==> config.mk <==
export PLATFORM = sky130hd
export DESIGN_NAME = alu_issue_ctrl
export DESIGN_NICKNAME = d
export VERILOG_FILES = /design/src/rtl/alu_issue_ctrl.sv
export SDC_FILE = /design/constraint.sdc
export NUM_CORES = 1
export LEC_CHECK = 0
export BUFFER_PORTS_ARGS = -buffer_cell sky130_fd_sc_hd__buf_2
export CORE_MARGIN = 2
export CORE_UTILIZATION = 28
export CTS_CLUSTER_SIZE = 30
export DETAILED_ROUTE_END_ITERATION = 8
export SETUP_SLACK_MARGIN = 0.4
export SYNTH_ARGS = -nofsm -noshare
export SYNTH_HDL_FRONTEND = slang
export SYNTH_SLANG_ARGS = --single-unit
==> constraint.sdc <==
create_clock -name clk -period 1.6 [get_ports clk]
set_input_delay 0.32 -clock clk [delete_from_list [all_inputs] [get_ports clk]]
set_output_delay 0.32 -clock clk [all_outputs]
set_load 0.03 [all_outputs]
==> src/rtl/alu_issue_ctrl.sv <==
// Decodes one instruction request per handshake into ALU operands and control code,
// captures the ALU result one cycle later and returns it through a response handshake.
//
// state | meaning
// IDLE  | no op in flight, ready for a request
// EXEC  | operands on the ALU, result captured on the closing edge
// RESP  | response presented, held until resp_ready
module alu_issue_ctrl (
  input  logic        clk,
  input  logic        rst_n,
  input  logic        req_valid,
  output logic        req_ready,
  input  logic [5:0]  opcode,
  input  logic [5:0]  funct,
  input  logic [31:0] rs_val,
  input  logic [31:0] rt_val,
  input  logic [15:0] imm,
  output logic [31:0] a,
  output logic [31:0] b,
  output logic [3:0]  ALUctl,
  input  logic [31:0] ALUOut,
  input  logic [1:0]  zero,
  output logic        resp_valid,
  input  logic        resp_ready,
  output logic [31:0] result,
  output logic        branch_taken,
  output logic        illegal
);

  localparam logic [1:0] IDLE = 2'd0;
  localparam logic [1:0] EXEC = 2'd1;
  localparam logic [1:0] RESP = 2'd2;

  localparam logic [3:0] CTL_AND = 4'b0000;
  localparam logic [3:0] CTL_OR  = 4'b0001;
  localparam logic [3:0] CTL_ADD = 4'b0010;
  localparam logic [3:0] CTL_SUB = 4'b0110;
  localparam logic [3:0] CTL_SLT = 4'b0111;

  localparam logic [5:0] OP_RTYPE = 6'b000000;
  localparam logic [5:0] OP_BEQ   = 6'b000100;
  localparam logic [5:0] OP_BNE   = 6'b000101;
  localparam logic [5:0] OP_ADDI  = 6'b001000;
  localparam logic [5:0] OP_SLTI  = 6'b001010;
  localparam logic [5:0] OP_ANDI  = 6'b001100;
  localparam logic [5:0] OP_ORI   = 6'b001101;
  localparam logic [5:0] OP_LW    = 6'b100011;
  localparam logic [5:0] OP_SW    = 6'b101011;

  logic [1:0]  state;
  logic        br_eq;
  logic        br_ne;
  logic        accept;
  logic        dec_ill;
  logic        dec_beq;
  logic        dec_bne;
  logic [3:0]  dec_ctl;
  logic [31:0] dec_b;
  logic [31:0] imm_sext;
  logic [31:0] imm_zext;
  logic        unused_zero;

  assign unused_zero = zero[1];
  assign imm_sext    = {{16{imm[15]}}, imm};
  assign imm_zext    = {16'h0000, imm};

  assign req_ready  = (state == IDLE) || ((state == RESP) && resp_ready);
  assign resp_valid = (state == RESP);
  assign accept     = req_valid && req_ready;

  always_comb begin
    dec_ill = 1'b0;
    dec_beq = 1'b0;
    dec_bne = 1'b0;
    dec_ctl = CTL_ADD;
    dec_b   = rt_val;
    case (opcode)
      OP_RTYPE: begin
        case (funct)
          6'b100000: dec_ctl = CTL_ADD;
          6'b100010: dec_ctl = CTL_SUB;
          6'b100100: dec_ctl = CTL_AND;
          6'b100101: dec_ctl = CTL_OR;
          6'b101010: dec_ctl = CTL_SLT;
          default:   dec_ill = 1'b1;
        endcase
      end
      OP_ADDI, OP_LW, OP_SW: begin
        dec_ctl = CTL_ADD;
        dec_b   = imm_sext;
      end
      OP_SLTI: begin
        dec_ctl = CTL_SLT;
        dec_b   = imm_sext;
      end
      OP_ANDI: begin
        dec_ctl = CTL_AND;
        dec_b   = imm_zext;
      end
      OP_ORI: begin
        dec_ctl = CTL_OR;
        dec_b   = imm_zext;
      end
      OP_BEQ: begin
        dec_ctl = CTL_SUB;
        dec_beq = 1'b1;
      end
      OP_BNE: begin
        dec_ctl = CTL_SUB;
        dec_bne = 1'b1;
      end
      default: dec_ill = 1'b1;
    endcase
  end

  always_ff @(posedge clk or negedge rst_n) begin
    if (!rst_n) begin
      state        <= IDLE;
      a            <= '0;
      b            <= '0;
      ALUctl       <= CTL_AND;
      br_eq        <= 1'b0;
      br_ne        <= 1'b0;
      result       <= '0;
      branch_taken <= 1'b0;
      illegal      <= 1'b0;
    end else begin
      case (state)
        EXEC: begin
          result       <= ALUOut;
          branch_taken <= (br_eq && zero[0]) || (br_ne && !zero[0]);
          illegal      <= 1'b0;
          state        <= RESP;
        end
        default: begin
          // IDLE and RESP share the accept path; RESP only accepts when resp_ready is high
          if (accept) begin
            if (dec_ill) begin
              illegal      <= 1'b1;
              result       <= '0;
              branch_taken <= 1'b0;
              state        <= RESP;
            end else begin
              a      <= rs_val;
              b      <= dec_b;
              ALUctl <= dec_ctl;
              br_eq  <= dec_beq;
              br_ne  <= dec_bne;
              state  <= EXEC;
            end
          end else if (state == RESP && resp_ready) begin
            state <= IDLE;
          end
        end
      endcase
    end
  end

endmodule

# After elaboration in Yosys (flattened, before gate mapping)
# Index checks and enable logic that the tools add are counted.
[word_totals] regBits=106 input_bits=130 out_inout_bits=104 elab_cells=65
[op_classes] n_eq_ne=15 n_mux=20 n_bitwise=2 reduce_logical=19
[ops] op="$mux 32" count=3
[ops] op="$pmux 32 s2" count=1
[ops] op="$eq 6x6->1 const B" count=7
[ops] op="$eq 6x4->1 const B" count=4
[ops] op="$pmux 3 s5" count=1
[ops] op="$eq 6x3->1 const B" count=2
[ops] op="$pmux 3 s4" count=1
[ops] op="$mux 1" count=9
[ops] op="$mux 2" count=4
[ops] op="$reduce_or 8->1" count=1
[ops] op="$logic_not 6->1" count=1
[ops] op="$reduce_or 5->1" count=1
[ops] op="$logic_and 1x1->1" count=4
[ops] op="$reduce_bool 2->1" count=2
[ops] op="$reduce_or 2->1" count=2
[ops] op="$reduce_or 4->1" count=1
[ops] op="$reduce_and 3->1" count=1
[ops] op="$reduce_bool 3->1" count=1
[ops] op="$eq 2x1->1 const B" count=1
[ops] op="$eq 2x2->1 const B" count=1
[ops] op="$logic_not 2->1" count=1
[ops] op="$logic_or 1x1->1" count=2
[ops] op="$not 1->1" count=2
[ops] op="$pmux 1 s2" count=1
[ops] op="other kinds (2)" count=2

# Depth between registers and ports, before layout
# Gate-level depths: netlist of run 1.
[depth] ltp_word=7 depth_mapped=7 ltp_nobuf=4

# Least setup slack after synthesis of run 1
# Ideal clock, no wire load.
[synth_timing] kind="input -> register" from="input opcode[5]" to="register a[28]" setup_ps=125 arrival_time_ps=2133 required_time_ps=1475 path_slack_ps=-658 stages=6 n_path_buf=2 path_cell_list="buf_2 or4b_1 o311a_1 a2111oi_4 buf_2 mux2_2"
[synth_via] elab_chain_len=5 word_cells_on_any_way=13 cone_classes="eq/ne: 8; mux: 1; bitwise: 1; reduce/logical: 3"
[synth_lines] element="start: declaration" line="13" text="input logic [5:0] opcode,"
[synth_lines] element="$eq 6x4->1, or another cell as far along" line="77" text="case (opcode)"
[synth_lines] element="$reduce_or 8->1 (no source line)"
[synth_lines] element="$pmux 1 s2 *" line="77"
[synth_lines] element="$not 1->1 (no source line) *"
[synth_lines] element="$reduce_and 3->1 (no source line) *"
[synth_lines] element="end signal: assignment" line="144" text="a <= rs_val;"
[synth_lines] element="end: declaration" line="18" text="output logic [31:0] a,"
# Mark *: on every way between the ends. The rest lies on a longest branch, timed or not.
# A chain may end at the register's enable or synchronous reset.

# Worst setup path in the final report of run 1
[layout_timing] from="input opcode[5]" to="register a[5]"
# The elaborated chain is that of the path after synthesis.

==> summary.txt, run 1 <==
Outcome
  – Status: complete, but fails checks
  – Violated checks: setup timing

Worst setup path
  – Crit path from: opcode[5]
  – Critical path, cell by cell: buf_6, or4b_4, o311a_4, a2111oi_4, buf_4, buf_6, clkbuf_16, mux2_4
  – Startpoint Class: input port
  – Delay-heaviest family, CP: buffers and inverters
  – Worst EP required: 1850 ps
  – Slowest CP cell: or4b_4
  – Most prevalent standard cell on the critical path: buf_6
  – Critical Path Sink Type: register
  – Crit path DAT: 2180 ps
  – Worst r2r src: state[1]$_DFFE_PN0P_
  – Crit path buffers/inverters: 4
  – Crit path max fanout: 4
  – Critical path class: input port to register
  – Max stage delay on crit path: roughly 520 ps

Power and ir drop
  – Sw Share: 37.6%
  – Logic pwr share: 45.2%
  – Cell Pwr Density: approximately 1300 nW/um2
  – P_int: 0.00699 W
  – Clock power share: 20.1%
  – Register share of total power: 34.7%
  – Net Sw Power: around 0.0042 W
  – Leak: 4.46 nW
  – Peak supply drop: 0.826 mV

Placement
  – DP Wirelength: approximately 11 mm
  – Port bufs: 231
  – Placed Area: about 7000 um2
  – Pre-CTS WS: -789 ps
  – Gpl congestion: between 0.7 and 0.8
  – Placed insts: 928

Timing
  – Post-layout min period: between 1500 and 2000 ps
  – Maximum achievable frequency: between 0.5 and 0.6 GHz
  – RSZ-0062 raised after global routing: yes
  – Worst clock skew: 6.25 ps
  – Period utilization: 121%
  – Setup ws final: -332 ps
  – Slew Limit Fails: 0
  – Final Hold Vio Count: 0
  – Final Setup Violations: 105

Clock tree
  – Root Driver: clkbuf_16
  – Cts bufs inserted: 9
  – H-tree Lvls: 3
  – Clock sinks: around 110
  – Clock transition at the registers of the reported paths: around 80 ps
  – Clock Latency Late Sink: 360 ps
  – Clk buf depth: 2
  – CTS tree: done

Synth
  – Post-Synth Simple-Gate Area: 5.82%
  – Ys Warns: 0
  – Post-synth EDFFs: 0
  – Synth Area in Compound Gates: approximately 15%
  – Ys async rst share: 100%
  – Mean area per synthesized cell: roughly 11 um2
  – FF+latch count, synth: between 100 and 150
  – Post-Syn Nets: 589
  – Syn Inst Count: 459
  – Cell variety after synth: 41
  – Dominant synthesized flop cell: dfrtp_1
  – Post-synth top area share: between 50 and 60%
  – Top post-synthesis cells by area: dfrtp_1 51%, mux2i_1 12%, mux2_2 8.1%
  – Area leader, netlist: dfrtp_1
  – Sequential fraction of the synthesis area: 51.1%
  – Most frequent cells after synthesis: 105 x dfrtp_1, 64 x mux2i_1, 50 x inv_1
  – Synthesized area: 5140 um2
  – Synth Area in XOR/XNOR: 0%
  – Post-Synth Adder-Cell Area: 0%
  – Mux contribution to synthesized area: 20.8%
  – Most frequent cell after synthesis: dfrtp_1
  – Combinational family with the most area after synthesis: multiplexers

Route
  – First drt pass iteration count: 4
  – Remaining antenna violation count: 0
  – DRT iter0 DRCs: 211
  – Drc violations: 0
  – Via count: 4655
  – WL final: approximately 16 mm
  – Via density: 4.65
  – DR WL/cell: 16.0 um

Final layout
  – Layout Nets: 897
  – Fin area: 8800 um2
  – Area delta synth->final: 71.3%
  – Share of cells above drive strength 1: a little under three fifths
  – Non-Filler Instances: 1002

Floorplan
  – Vert. Die Dim: 139 um
  – DIE AREA: 19400 um2
  – Initial Utilization: 28.6%
  – Die X: 139 um
  – Ports: 234
  – Core area: around 18000 um2
  – Std cell rows: 49

Flow run
  – Max-cap viol count: 0

Global routing
  – Pin count of the biggest net entering global routing: 61
  – Number of global-route vias before repair: between 4000 and 5000
  – Initial antenna violation count: 1
  – GRT Util Overall: 16.0%
  – First-pass GRT wire length: roughly 25 mm
  – Grt ovf: 0

Hold path
  – Worst hold-check path type: input port to register
  – Hold path startpoint: rs_val[7]
-- cell families (layout without fill, tap and decap cells) --
kind of cell | after synthesis | count (layout)
buf+inv | 91 | 404
simple gates | 46 | 46
compound gates | 114 | 114
other cells | 1 | 2
flops | 105 | 105
mux | 102 | 102
-- state kept, by name (all words and copies together), names as in the netlist --
register      flops
state             2
br_eq             1
result           32
ALUctl            3
b                32
a                32
illegal           1
branch_taken      1
br_ne             1
-- worst paths after layout --
path | end | slack, ps | cells after the start
setup / recovery | a[5]$_DFFE_PN0P_ | -330 | 8
hold / removal | a[7]$_DFFE_PN0P_ | 190 | 2
setup reg to reg | a[5]$_DFFE_PN0P_ | -250 | 6
hold reg to reg | br_eq$_DFFE_PN0P_ | 530 | 1
max in group asynchronous | b[1]$_DFFE_PN0P_ | 770 | 3
min in group asynchronous | a[8]$_DFFE_PN0P_ | 500 | 3
-- layout by cell type (no fill, tap or decap), drive strengths merged, types with 3 or more instances in the layout --
cell type | netlist | routed
a211oi | 33 | 33
a21boi | 15 | 15
a21o | 3 | 3
a21oi | 35 | 35
a31oi | 16 | 16
and3 | 16 | 16
buf | 12 | 335
clkbuf | 29 | 11
dfrtp | 105 | 105
inv | 50 | 54
mux2 | 38 | 38
mux2i | 64 | 64
nand2 | 3 | 3
nor2 | 3 | 3
nor2b | 3 | 3
nor3 | 3 | 3
nor3b | 3 | 3
nor4bb | 3 | 3
-- routing by layer --
layer / routed length, um / global-route usage (%) / vias to the layer above
li1: - / - / 2257
met1: 6870 / 20.1 / 2221
met2: 7750 / 26.6 / 161
met3: 1110 / 4.54 / 16
met4: 306 / 5.05 / 0
met5: 0 / 0 / -
-- layout make-up --
type / instances / area (um2)
clock inverter: 7 / 77.6
timing repair buffer: 338 / 2930
multi-input combinational: 263 / 2460
antenna: 1 / 2.50
sequential: 105 / 2630
inverter: 50 / 188
tap: 229 / 287
fill: 1619 / 9160
clock buffer: 9 / 225
-- per-stage QoR --
stage               hold slack [ps]  power (W)  setup TNS (ps)  util, %
finish                          186     0.0112          -23000     49.0
global route                    166     0.0118          -26180     49.0
CTS                             170     0.0111          -13850     47.1
detailed placement              333    0.00753          -63270     39.6
global placement                332    0.00749          -63380     39.6
floorplan                      24.4    0.00623          -37160        -
-- power by group through the flow --
stage | Sequential, W | Clock, W | Combinational [W]
2_1_floorplan | 0.00515 | 0 | 0.00108
3_3_place_gp | 0.00376 | 0 | 0.00373
3_5_place_dp | 0.00375 | 0 | 0.00379
4_1_cts | 0.00388 | 0.00235 | 0.00484
5_1_grt | 0.00397 | 0.00245 | 0.00535
6_report | 0.00389 | 0.00225 | 0.00507
-- timing repair --
item                                    4_1_cts  5_1_grt
pin swaps                                     2        3
hold buffers                                  1        0
cloned                                        4        3
setup buffers                                23       26
resized for setup                           241       14
endpoints found under the setup margin      208      208
endpoints found under the hold margin        80        0
(Power assumes the default switching activity.)
==> run 2, diff against run 1 <==
Settings changed: CELL_PAD_IN_SITES_DETAIL_PLACEMENT from default to 2, CELL_PAD_IN_SITES_GLOBAL_PLACEMENT from default to 2, CORE_UTILIZATION 28 to 25, PLACE_DENSITY_LB_ADDON from default to 0.1.
==> summary.txt, run 2 (same netlist as run 1, synthesis figures left out) <==
Worst setup path
  – Delay-heaviest family, CP: buffers and inverters (unchanged)
  – Crit path max fanout: 8 (was 4)
  – Slowest CP cell: or4b_4 (unchanged)
  – Critical path, cell by cell: buf_6, or4b_4, o311a_4, a2111oi_4, buf_6, buf_8, buf_6, mux2_4 (was buf_6, or4b_4, o311a_4, a2111oi_4, buf_4, buf_6, clkbuf_16, mux2_4)
  – Most prevalent standard cell on the critical path: buf_6 (unchanged)
  – Worst EP required: 1830 ps (was 1850 ps)
  – R2R Setup Slk: -240 ps (was -250 ps)
  – Crit path DAT: 2180 ps (about the same)
  – Critical Path Sink Type: register (unchanged)
  – Max stage delay on crit path: 520 ps (about the same)
  – R2R depth: 6 (unchanged)
  – Crit path buffers/inverters: 4 (unchanged)
  – Critical path class: input port to register (unchanged)
  – Worst r2r src: state[1]$_DFFE_PN0P_ (unchanged)
  – Reg-to-Reg End: a[5]$_DFFE_PN0P_ (unchanged)
  – Startpoint Class: input port (unchanged)

Timing
  – Setup TNS: -21830 ps (was -23000 ps)
  – Setup ws final: -341 ps (was -332 ps)
  – Maximum achievable frequency: 0.515 GHz (was 0.518 GHz)
  – RSZ-0062 raised after global routing: yes (unchanged)
  – Final Setup Violations: 106 (was 105)
  – Worst clock skew: 10.4 ps (was 6.25 ps)
  – Worst Hold Slack: 48.1 ps (was 186 ps)
  – Rel. slew slack: between 60 and 70%
  – Slew Limit Fails: 0 (unchanged)
  – Worst slew pin tran: 588 ps
  – Final Hold Vio Count: 0 (unchanged)
  – Period utilization: 121% (about the same)
  – Post-layout min period: 1940 ps (was 1930 ps)

Placement
  – DP Wirelength: 13.1 mm (was 10.7 mm)
  – Port bufs: 231 (unchanged)
  – Gpl congestion: 0.737 (was 0.790)
  – Placed insts: 964 (was 928)

Final layout
  – Fillers: 2089 (was 1619)
  – Layout Nets: 925 (was 897)
  – Most common cell after layout, fill and taps aside: buf_2 (unchanged)
  – Share of cells above drive strength 1: 59.6% (was 57.5%)
  – Area delta synth->final: 79.6% (was 71.3%)
  – Most frequent cells in the layout: 124 x buf_2, 121 x buf_6, 105 x dfrtp_1 (was 123 x buf_2, 119 x buf_6, 105 x dfrtp_1)
  – Non-Filler Instances: 1071 (was 1002)
  – Biggest regs: a x32, b x32, result x32 (unchanged)

Power and ir drop
  – Power, Total: 0.0121 W (was 0.0112 W)
  – Leak: 4.64 nW (was 4.46 nW)
  – Peak supply drop: 0.563 mV (was 0.826 mV)
  – Cell Pwr Density: 1310 nW/um2 (was 1270 nW/um2)

Clock tree
  – Cts bufs inserted: 9 (unchanged)
  – Clock Latency Late Sink: 350 ps (was 360 ps)
  – H-tree Lvls: 3 (unchanged)
  – CTS tree: done (unchanged)
  – Post-CTS Hold Buffers: 0 (was 1)
  – Clock transition at the registers of the reported paths: 80 ps (about the same)
  – Clk buf depth: 2 (unchanged)
  – Clock sinks: 105 (unchanged)
  – Root Driver: clkbuf_16 (unchanged)

Floorplan
  – DIE AREA: 21700 um2 (was 19400 um2)
  – Initial Utilization: 25.5% (was 28.6%)
  – Ports: 234 (unchanged)
  – Std cell rows: 52 (was 49)
  – Die X: 147 um (was 139 um)
  – Core area: 20200 um2 (was 18000 um2)
  – Vert. Die Dim: 147 um (was 139 um)

Outcome
  – Status: complete, but fails checks (unchanged)
  – Violated checks: setup timing (unchanged)

Global routing
  – Pin count of the biggest net entering global routing: 106 (was 61)
  – First-pass GRT wire length: 29.8 mm (was 24.7 mm)
  – GRT Util Overall: 17.3% (was 16.0%)
  – Number of global-route vias before repair: 5370 (was 4731)
  – Grt ovf: 0 (unchanged)
  – Initial antenna violation count: 3 (was 1)

Route
  – DR WL/cell: 19.0 um (was 16.0 um)
  – WL final: 20.4 mm (was 16.0 mm)
  – DRT iter0 DRCs: 86 (was 211)
  – Remaining antenna violation count: 0 (unchanged)
  – Via count: 4930 (was 4655)
  – Drc violations: 0 (unchanged)
  – Via density: 4.60 (was 4.65)
  – First drt pass iteration count: 4 (unchanged)

Flow run
  – Max-cap viol count: 0 (unchanged)

Hold path
  – Worst hold-check path type: input port to async pin (was input port to register)
-- run 2: worst max-delay path by stage --
stage	from	to	slack, ps	depth (start not counted)
2_1_floorplan	opcode[5]	a[0]$_DFFE_PN0P_	-480	6
6_report	opcode[5]	a[5]$_DFFE_PN0P_	-340	8
3_3_place_gp	funct[1]	b[24]$_DFFE_PN0P_	-710	7
3_5_place_dp	funct[2]	b[24]$_DFFE_PN0P_	-850	7
5_1_grt	opcode[5]	a[5]$_DFFE_PN0P_	-390	8
4_1_cts	state[1]$_DFFE_PN0P_	a[6]$_DFFE_PN0P_	-300	6
-- run 2: routing by layer --
layer  track usage (%)  part of all wire, %  wire [um]
met4              5.48                  1.4        289
met1              20.5                   40       8150
met5                 0                0.034          7
met3              4.07                  4.9        991
met2              31.0                   54      11000
-- run 2: layout make-up --
class | instances | area (um2) | share of cell area (%)
diodes | 1 | 2.50 | 0.0271
clock buffers | 11 | 243 | 2.63
clock inverters | 5 | 85.1 | 0.922
inverters | 50 | 188 | 2.03
multi-input cells | 263 | 2580 | 28.0
flip-flops and latches | 105 | 2630 | 28.5
well taps | 270 | 338 | 3.66
repair buffers | 366 | 3160 | 34.3
-- run 2: worst register-to-register path, cell delays in order, from the launching register on --
cell and delay, ps:
dfrtp_1 410, a211o_1 310, a2111oi_4 240, buf_6 190, buf_8 140, buf_6 130, mux2_4 300
-- run 2: timing repair --
action,in CTS,in global routing
endpoints found under the setup margin,208,208
gates resized for setup,227,51
gates cloned,1,8
pin swaps,2,34
buffers inserted,42,39
hold endpoints to repair,0,0
-- run 2: per-stage QoR --
stage / worst slack [ps] / util [%] / cell area (um2)
floorplan: -477 / - / 5460
global placement: -714 / 35.2 / 7110
detailed placement: -847 / 35.2 / 7110
CTS: -296 / 42.1 / 8480
global route: -393 / 45.7 / 9230
finish: -341 / 45.8 / 9230
-- run 2: where the power goes --
part / switching [W] / internal, W / leakage, nW
sequential: 0.000566 / 0.00336 / 1.30
combinational: 0.00276 / 0.00289 / 3.18
clock: 0.00108 / 0.00143 / 0.157
